**config.mk**
```make
export PLATFORM = sky130hd
export DESIGN_NAME = rpn_exec_flat
export DESIGN_NICKNAME = d
export VERILOG_FILES = /design/src/rtl/calc_pkg.sv /design/src/rtl/rpn_exec_if.sv /design/src/rtl/calc_alu.sv /design/src/rtl/rpn_exec.sv /design/src/flat_wrapper.sv
export SDC_FILE = /design/constraint.sdc
export NUM_CORES = 1
export LEC_CHECK = 0
export CORE_MARGIN = 3
export CORE_UTILIZATION = 50
export CTS_CLUSTER_DIAMETER = 30
export DETAILED_ROUTE_END_ITERATION = 10
export PLACE_DENSITY_LB_ADDON = 0.25
export SLEW_MARGIN = 30
export SYNTH_ARGS = -nofsm -noshare
export SYNTH_HDL_FRONTEND = slang
export SYNTH_SLANG_ARGS = --single-unit
```
**constraint.sdc**
```tcl
create_clock -name clk -period 5.65 [get_ports clk]
set_input_delay 1.13 -clock clk [delete_from_list [all_inputs] [get_ports clk]]
set_output_delay 1.13 -clock clk [all_outputs]
set_load 0.02 [all_outputs]
```
**src/rtl/calc_pkg.sv**
```systemverilog
// calc_pkg: opcode, error-code and FSM state enums shared by rpn_exec and calc_alu
package calc_pkg;
  typedef enum logic [2:0] {OP_PUSH, OP_ADD, OP_SUB, OP_AND, OP_OR, OP_SHL, OP_SHR, OP_RSV} op_e;
  typedef enum logic [1:0] {ERR_OK, ERR_UNDER, ERR_FULL, ERR_ILL} err_e;
  typedef enum logic [2:0] {S_IDLE, S_POP, S_EXEC, S_PUSH, S_RESP} state_e;
endpackage

```
**src/rtl/rpn_exec_if.sv**
```systemverilog
// rpn_exec_if: command/response bundle; master issues cmd_* and sees rsp_*, slave is the executor
interface rpn_exec_if #(parameter int WIDTH = 36);
  logic             cmd_valid;
  logic             cmd_ready;
  logic [2:0]       cmd_op;
  logic [WIDTH-1:0] cmd_data;
  logic             rsp_valid;
  logic [WIDTH-1:0] rsp_data;
  logic [1:0]       rsp_err;
  logic             rsp_aovf;
  modport master (output cmd_valid, cmd_op, cmd_data, input cmd_ready, rsp_valid, rsp_data, rsp_err, rsp_aovf);
  modport slave  (input cmd_valid, cmd_op, cmd_data, output cmd_ready, rsp_valid, rsp_data, rsp_err, rsp_aovf);
endinterface

```
**src/rtl/calc_alu.sv**
```systemverilog
// calc_alu: combinational datapath, result = a OP b (a = older entry, b = top), aovf = signed ADD/SUB overflow
module calc_alu
  import calc_pkg::*;
#(
  parameter int WIDTH = 36
) (
  input  op_e              op,
  input  logic [WIDTH-1:0] a,
  input  logic [WIDTH-1:0] b,
  output logic [WIDTH-1:0] result,
  output logic             aovf
);
  logic [WIDTH-1:0] sum, dif, shl, shr;
  logic [5:0] sh;
  logic big;
  always_comb begin
    sh = b[5:0];
    big = int'(sh) >= WIDTH;
    sum = a + b;
    dif = a - b;
    shl = big ? '0 : a << sh;
    shr = big ? {WIDTH{a[WIDTH-1]}} : WIDTH'($signed(a) >>> sh);
    result = op == OP_ADD ? sum :
             op == OP_SUB ? dif :
             op == OP_AND ? (a & b) :
             op == OP_OR  ? (a | b) :
             op == OP_SHL ? shl :
             op == OP_SHR ? shr : '0;
    aovf = op == OP_ADD ? (a[WIDTH-1] == b[WIDTH-1]) && (sum[WIDTH-1] != a[WIDTH-1]) :
           op == OP_SUB ? (a[WIDTH-1] != b[WIDTH-1]) && (dif[WIDTH-1] != a[WIDTH-1]) : 1'b0;
  end
endmodule

```
**src/rtl/rpn_exec.sv**
```systemverilog
// rpn_exec: RPN command executor driving an external stack; ports clk, reset, bus (cmd/rsp), stk_push/stk_pop/stk_d out, stk_q1/stk_q2/stk_ptr in
module rpn_exec
  import calc_pkg::*;
#(
  parameter int WIDTH = 36,
  parameter int DEPTH = 10
) (
  input  logic             clk,
  input  logic             reset,
  rpn_exec_if.slave        bus,
  output logic             stk_push,
  output logic             stk_pop,
  output logic [WIDTH-1:0] stk_d,
  input  logic [WIDTH-1:0] stk_q1,
  input  logic [WIDTH-1:0] stk_q2,
  input  logic [9:0]       stk_ptr
);
  state_e state_q;
  op_e op_q, op_in;
  logic aovf_q, alu_aovf;
  logic [WIDTH-1:0] alu_res;
  assign op_in = op_e'(bus.cmd_op);
  calc_alu #(.WIDTH(WIDTH)) u_alu (
    .op    (op_q),
    .a     (stk_q2),
    .b     (stk_q1),
    .result(alu_res),
    .aovf  (alu_aovf)
  );
  always_ff @(posedge clk) begin
    if (reset) begin
      state_q       <= S_IDLE;
      op_q          <= OP_PUSH;
      aovf_q        <= 1'b0;
      bus.cmd_ready <= 1'b1;
      stk_push      <= 1'b0;
      stk_pop       <= 1'b0;
      stk_d         <= '0;
      bus.rsp_valid <= 1'b0;
      bus.rsp_data  <= '0;
      bus.rsp_err   <= ERR_OK;
      bus.rsp_aovf  <= 1'b0;
    end else begin
      stk_push      <= 1'b0;
      stk_pop       <= 1'b0;
      bus.rsp_valid <= 1'b0;
      case (state_q)
        S_IDLE: if (bus.cmd_valid && bus.cmd_ready) begin
          bus.cmd_ready <= 1'b0;
          op_q          <= op_in;
          aovf_q        <= 1'b0;
          if (op_in == OP_RSV || (op_in == OP_PUSH ? int'(stk_ptr) >= DEPTH - 1 : int'(stk_ptr) < 2)) begin
            state_q       <= S_RESP;
            bus.rsp_valid <= 1'b1;
            bus.rsp_data  <= '0;
            bus.rsp_aovf  <= 1'b0;
            bus.rsp_err   <= op_in == OP_RSV ? ERR_ILL : op_in == OP_PUSH ? ERR_FULL : ERR_UNDER;
          end else if (op_in == OP_PUSH) begin
            state_q  <= S_PUSH;
            stk_push <= 1'b1;
            stk_d    <= bus.cmd_data;
          end else begin
            state_q <= S_POP;
            stk_pop <= 1'b1;
          end
        end
        S_POP: state_q <= S_EXEC;
        S_EXEC: begin
          state_q  <= S_PUSH;
          stk_push <= 1'b1;
          stk_d    <= alu_res;
          aovf_q   <= alu_aovf;
        end
        S_PUSH: begin
          state_q       <= S_RESP;
          bus.rsp_valid <= 1'b1;
          bus.rsp_data  <= stk_d;
          bus.rsp_err   <= ERR_OK;
          bus.rsp_aovf  <= aovf_q;
        end
        default: begin
          state_q       <= S_IDLE;
          bus.cmd_ready <= 1'b1;
        end
      endcase
    end
  end
endmodule

```
**src/flat_wrapper.sv**
```systemverilog
// flat-port wrapper written by rule: the top's interface ports become plain ports
module rpn_exec_flat import calc_pkg::*;
#(
  parameter int WIDTH = 36,
  parameter int DEPTH = 10
)
  (clk, reset, stk_push, stk_pop, stk_d, stk_q1, stk_q2, stk_ptr, bus_cmd_valid, bus_cmd_op, bus_cmd_data, bus_cmd_ready, bus_rsp_valid, bus_rsp_data, bus_rsp_err, bus_rsp_aovf);
  rpn_exec_if #(.WIDTH(WIDTH)) bus_i ();
  input  logic clk;
  input  logic reset;
  output logic stk_push;
  output logic stk_pop;
  output logic [WIDTH-1:0] stk_d;
  input  logic [WIDTH-1:0] stk_q1;
  input  logic [WIDTH-1:0] stk_q2;
  input  logic [9:0] stk_ptr;
  input wire logic [$bits(bus_i.cmd_valid)-1:0] bus_cmd_valid;
  input wire logic [$bits(bus_i.cmd_op)-1:0] bus_cmd_op;
  input wire logic [$bits(bus_i.cmd_data)-1:0] bus_cmd_data;
  output wire logic [$bits(bus_i.cmd_ready)-1:0] bus_cmd_ready;
  output wire logic [$bits(bus_i.rsp_valid)-1:0] bus_rsp_valid;
  output wire logic [$bits(bus_i.rsp_data)-1:0] bus_rsp_data;
  output wire logic [$bits(bus_i.rsp_err)-1:0] bus_rsp_err;
  output wire logic [$bits(bus_i.rsp_aovf)-1:0] bus_rsp_aovf;
  assign bus_i.cmd_valid = bus_cmd_valid;
  assign bus_i.cmd_op = bus_cmd_op;
  assign bus_i.cmd_data = bus_cmd_data;
  assign bus_cmd_ready = bus_i.cmd_ready;
  assign bus_rsp_valid = bus_i.rsp_valid;
  assign bus_rsp_data = bus_i.rsp_data;
  assign bus_rsp_err = bus_i.rsp_err;
  assign bus_rsp_aovf = bus_i.rsp_aovf;
  rpn_exec #(.WIDTH(WIDTH), .DEPTH(DEPTH)) u_core (.clk(clk), .reset(reset), .bus(bus_i), .stk_push(stk_push), .stk_pop(stk_pop), .stk_d(stk_d), .stk_q1(stk_q1), .stk_q2(stk_q2), .stk_ptr(stk_ptr));
endmodule
```
==> out/metrics.cfg, run 1 <==
[placement]
placedCellCount=2284
pre_cts_ws_ns=0.5039
gp_congestion=1.069
dp_hpwl_um=45150
place_area_um2=15220
numPortBuffers=202

[logic_synthesis]
yosys_most_used_dff=dfxtp_1
netlist_instances=1849
synth-seq-cells=86
synthMuxAreaShare=0.1469
ys_warn_count=0
yosys.area_share.simple=0.1926
syn_area_per_cell_um2=7.041
synth-edff-count=0
synth.distinct_cells=86
syn-num-nets=2083
ys_seq_area_frac=0.1322
synth_compound_area_frac=0.3271
synth_area_um2=13020
synth_top_family_by_area=compound AO/OA/AOI/OAI gates
synthAdderAreaFrac=0.1069
synthArstFlopShare=0
synth-xor-area-share=0.01278

[cells_and_area]
nNetsFinal=2199
multiInputGateArea_um2=10260
layout-drive-gt1-share=0.08071
regArea_um2=1722
num-fill-cells=2414
final_cells=2301
area_growth_pct=19.30
final_cell_area_um2=15530

[worst_hold_path]
hold_path_depth=2
holdCritPathClass=reg2reg
min-delay-start=u_core.bus.rsp_data[2]
min_delay_worst_endpoint=u_core.bus.rsp_data[2]

[clock_network]
cts-resized-gates=0
clk-insertion-delay-late_ns=0.34
clock_path_buffers=2
postCtsSetupRepairBufs=0
hold_buffers=0
htreeDepth=3
clkSinkCount=86
cts_tree=done
cts_buffers=9
cts-root-buf=clkbuf_16
clk_pin_slew_ns=0.07

[sta]
timing.fmax_mhz=203.6
period_share=0.8695
fin_crit_ns=4.912
maxSlewViolCount=0
final.setup.tns_ns=0
slew_headroom=0.3515
finalSetupViolCount=0
rsz0062_at_grt=false
setup_slack_ns=0.7375
holdWs_ns=0.4665
worst_slew_pin_slew_ns=0.9639
finalHoldViolCount=0
skew_ns=0.01171

[grt]
grt_util_met3=0.08097
use_met1=0.5408
grt_overflow_total=0
grt_pass1_wl_um=85590
grtUsageMet2=0.5785
grt_pass1_vias=14152
grt_antenna_before_repair=3
grt-busiest-layer=met2
grt_util_all_layers=0.3865
grt_max_degree=89

[critical_path]
cp_max_fo=9
max_stage_delay_ns=0.69
r2r_slack_ns=2.24
reg2reg_depth=10
r2r-start=u_core.op_q[2]
worstPathArrival_ns=5.11
worstPathRequired_ns=5.85
slowest_stage=clkdlybuf4s50_1
rr_endpoint=u_core.stk_d[28]
cp-start-kind=input port
end_kind=flop
critical_path_class=in2reg
cp_cell_sequence=clkdlybuf4s50_1, inv_1, ha_1, nor3_1, o2111ai_1, a21oi_1, o211ai_1, o2111ai_1, a21o_1, a21o_1, mux2_2, a221oi_1, a311oi_1

[floorplan]
die_h_um=167.4
chipWidth_um=167.4
start_util=0.5126
row_count=58
die_area_um2=28010
design.core.area_um2=25400
ios=203

[drt]
first_pass_iters=6
drt-total-wl_um=57620
postRouteAntennaNets=0
post-route-drc-count=0
via_count=15672
wl_per_cell_um=25.04
viasPerCell=6.811
dr.first_iter.drc_count=2333

[power_and_ir_drop]
p_leak_nw=6.050
p_switching_mw=1.111
p_seq_frac=0.251
p_sw_frac=0.4193
clockPowerShare=0.232
ir_drop_mv=0.2149
intPower_mw=1.539
power_density_nw_per_um2=170.7
comb_power_share=0.517

[job]
max_cap_viol_count=0

[run_status]
outcome=finished, final reports clean

==> critical path, delay by kind of cell <==
kind | cells | cell delay [ns]
compound gates | 8 | 1.98
fa+ha+maj | 1 | 0.42
buf+inv | 2 | 0.79
mux | 1 | 0.32
simple gates | 1 | 0.47
==> through the flow <==
step                      total power, mW    util
after global routing                2.758  0.6114
after floorplan                     1.493       -
after detailed placement            1.993  0.5992
after global placement              1.990  0.5992
final                               2.650  0.6115
after CTS                           2.603  0.6114
==> power by group through the flow <==
| stage | sequential (mW) | clock, mW | combinational [mW] |
|---|---|---|---|
| final | 0.665 | 0.615 | 1.37 |
| after floorplan | 0.698 | 0 | 0.795 |
| after detailed placement | 0.677 | 0 | 1.32 |
| after global routing | 0.668 | 0.640 | 1.45 |
| after CTS | 0.664 | 0.615 | 1.32 |
| after global placement | 0.677 | 0 | 1.31 |
==> final cells by class <==
type / instances / area share
Antenna cell: 1 / 0.0001611
Clock buffer: 13 / 0.01547
Clock inverter: 3 / 0.004431
Inverter: 112 / 0.02707
Multi-Input combinational cell: 1502 / 0.6608
Sequential cell: 86 / 0.1109
Tap cell: 330 / 0.02659
Timing Repair Buffer: 254 / 0.1547
==> synthesized netlist by cell type (7+ instances only) <==
cell | instances | area share
o31ai_1 | 13 | 0.0075
a2111oi_0 | 8 | 0.0054
nand3_1 | 55 | 0.021
a311oi_1 | 17 | 0.011
o21a_1 | 9 | 0.0052
or2_2 | 7 | 0.0034
a21oi_1 | 224 | 0.086
o2111ai_1 | 7 | 0.0047
nor3_1 | 35 | 0.013
buf_2 | 17 | 0.0065
a31oi_1 | 21 | 0.010
nand4_1 | 11 | 0.0053
or3_1 | 9 | 0.0043
a211oi_1 | 42 | 0.024
a221oi_1 | 20 | 0.013
mux2_2 | 25 | 0.022
o21bai_1 | 15 | 0.0086
nor2b_1 | 13 | 0.0062
a221o_1 | 11 | 0.0085
clkbuf_1 | 105 | 0.030
and3_1 | 8 | 0.0038
o21ai_0 | 85 | 0.033
ha_1 | 108 | 0.10
nor2_1 | 185 | 0.053
nand2b_1 | 17 | 0.0082
mux4_2 | 29 | 0.050
xnor2_1 | 15 | 0.010
nand2_1 | 204 | 0.059
o221ai_1 | 20 | 0.013
o21ai_1 | 35 | 0.013
a21o_1 | 11 | 0.0063
buf_1 | 17 | 0.0049
nor4_1 | 10 | 0.0048
inv_1 | 105 | 0.030
o22ai_1 | 13 | 0.0062
mux2i_1 | 91 | 0.070
o211ai_1 | 30 | 0.017
a211o_1 | 7 | 0.0047
dfxtp_1 | 86 | 0.13
==> sequential cells by signal (all words and copies together), names as in the netlist <==
signal	cells
u_core.aovf_q	1
u_core.bus.cmd_ready	1
u_core.bus.rsp_aovf	1
u_core.bus.rsp_data	36
u_core.bus.rsp_err	2
u_core.bus.rsp_valid	1
u_core.op_q	3
u_core.state_q	3
u_core.stk_d	36
u_core.stk_pop	1
u_core.stk_push	1
==> layout by cell type, fill, tap and decap left out, types with 55 or more instances in the layout <==
master             n
mux2i_1           91
nor2_1           182
clkdlybuf4s50_1  197
dfxtp_1           86
nand3_1           55
inv_1            105
ha_1             108
nand2_1          203
a21oi_1          223
o21ai_0           85
==> how the worst max path moves through the flow <==
stage | depth (start not counted) | end | from
4_1_cts | 13 | u_core.stk_d[34] | stk_q2[8]
5_1_grt | 13 | u_core.stk_d[34] | stk_q2[8]
3_3_place_gp | 13 | u_core.stk_d[34] | stk_q2[8]
6_report | 13 | u_core.stk_d[34] | stk_q2[8]
2_1_floorplan | 16 | u_core.stk_d[28] | stk_q1[3]
3_5_place_dp | 13 | u_core.stk_d[34] | stk_q2[8]
==> routing by layer <==
layer | up-vias | share of wire
li1 | 7018 | -
met1 | 7337 | 0.41
met2 | 1142 | 0.42
met5 | - | 0.00047
met4 | 4 | 0.046
met3 | 171 | 0.12
==> kinds of logic (layout without fill, tap and decap cells) <==
family	Yosys count	in the layout
adder cells (fa/ha/maj)	110	110
AO/OA/AOI/OAI	652	652
XOR/XNOR	19	19
buffers and inverters	261	382
multiplexers	150	150
AND/OR/NAND/NOR	571	571
flip-flops	86	86
other	0	1
Power figures use the tool's default switching activity.
==> inputs of run 2 (changes only) <==
- CELL_PAD_IN_SITES_DETAIL_PLACEMENT: not set -> 0
- CELL_PAD_IN_SITES_GLOBAL_PLACEMENT: not set -> 1
- CORE_UTILIZATION: 50 -> 40
==> out/metrics.cfg, run 2 (synthesized netlist as in run 1, its figures left out) <==
[job]
max_cap_viol_count=0

[floorplan]
die_h_um=186.4
chipWidth_um=186.4
design.core.area_um2=31800
row_count=65
ios=203
die_area_um2=34750
start_util=0.4094

[grt]
grt_pass1_vias=14344
grt_max_degree=73
grt_util_all_layers=0.3366
grt_overflow_total=0
grt_antenna_before_repair=0
grt_pass1_wl_um=91920

[critical_path]
max_stage_delay_ns=0.69
worstPathArrival_ns=5.04
worstPathRequired_ns=5.84
end_kind=flop
cp_cell_sequence=clkdlybuf4s50_1, inv_1, ha_1, inv_2, a211oi_1, a21oi_1, o211ai_1, o2111ai_1, a21o_1, a21o_1, mux2_2, a221oi_1, a311oi_1
cp-start-kind=input port
slowest_stage=clkdlybuf4s50_1
cp_max_fo=8
critical_path_class=in2reg
crit_top_cell=a21o_1

[sta]
holdWs_ns=0.4627
maxSlewViolCount=0
finalSetupViolCount=0
rsz0062_at_grt=false
final.setup.tns_ns=0
slew_headroom=0.3849
timing.fmax_mhz=206.3
worst_slew_pin_slew_ns=0.9205
period_share=0.8579
fin_crit_ns=4.847
finalHoldViolCount=0
skew_ns=0.01163

[cells_and_area]
layout-drive-gt1-share=0.08603
diodes=0
num-fill-cells=3238
fin_util=0.4944
multiInputGateArea_um2=10260
reg.largest.list=u_core.bus.rsp_data (36), u_core.stk_d (36)
nNetsFinal=2207
final_cells=2411
final_common_cell=a21oi_1
regArea_um2=1722
area_growth_pct=20.77
final_cell_mix=a21oi_1 (223), nand2_1 (203), clkdlybuf4s50_1 (197)
final_cell_area_um2=15720

[clock_network]
postCtsSetupRepairBufs=0
cts-resized-gates=0
htreeDepth=3
clkSinkCount=86
hold_buffers=0
cts_buffers=9
cts-root-buf=clkbuf_16
clock_path_buffers=2
clk_pin_slew_ns=0.06
cts_tree=done
clk-insertion-delay-late_ns=0.33

[drt]
wl_per_cell_um=25.64
post-route-drc-count=0
via_count=15327
dr.first_iter.drc_count=1739
postRouteAntennaNets=0
first_pass_iters=5
viasPerCell=6.357
drt-total-wl_um=61810

[worst_hold_path]
holdCritPathClass=reg2reg

[placement]
place_area_um2=15410
dp_hpwl_um=48990
placedCellCount=2397
numPortBuffers=202
gp_congestion=1.056

[power_and_ir_drop]
p_leak_nw=6.092
ir_drop_mv=0.1616
power_density_nw_per_um2=170.6

[run_status]
outcome=finished, final reports clean

==> run 2: cell count changes in the layout (fill, tap and decap cells not counted) <==
cell,delta
clkbuf_1,-4
clkbuf_8,+1
clkinvlp_4,+1
or2_2,+1
diode_2,-1
or2_1,-1
buf_4,+8
clkinv_2,+1
clkinv_4,-1
==> run 2: per-layer routing <==
metal | routed length (um) | vias to the layer above | global-route usage
met5 | 0 | - | 0
met4 | 1986 | 0 | 0.1026
met3 | 5464 | 110 | 0.04828
met2 | 26680 | 844 | 0.5165
met1 | 27680 | 7320 | 0.4887
li1 | - | 7053 | -
==> run 2: cell type report <==
class	count	share of cell area
Multi-Input combinational cell	1502	0.6527
Timing Repair Buffer	262	0.1566
Sequential cell	86	0.1095
Tap cell	435	0.03462
Inverter	112	0.02674
Clock buffer	10	0.01520
Clock inverter	4	0.004616
==> run 2: metrics by stage <==
stage,setup slack [ns],power (mW)
6_report,0.8031,2.682
5_1_grt,0.5579,2.799
4_1_cts,0.8879,2.654
3_5_place_dp,0.5580,2.030
3_3_place_gp,0.5926,2.028
2_1_floorplan,0.8159,1.493
==> run 2: report_power, final <==
group	leakage [nW]	internal (mW)	switching, mW
logic	5.25	0.520	0.869
clock network	0.150	0.393	0.227
registers	0.696	0.636	0.0364
==> run 2: path summary, 6_finish.rpt <==
kind	slack [ns]	from	end	depth (start not counted)
hold reg to reg	0.46	u_core.bus.rsp_data[2]	u_core.bus.rsp_data[2]	2
hold / removal	0.46	u_core.bus.rsp_data[2]	u_core.bus.rsp_data[2]	2
setup reg to reg	1.93	u_core.op_q[0]	u_core.stk_d[28]	11
setup / recovery	0.80	stk_q2[5]	u_core.stk_d[34]	13
==> run 2: worst max-delay path: cells and delay by family <==
| family | cells | cell delay, ns |
|---|---|---|
| AO/OA/AOI/OAI | 8 | 2.27 |
| multiplexers | 1 | 0.26 |
| adder cells (fa/ha/maj) | 1 | 0.47 |
| buffers and inverters | 3 | 0.90 |
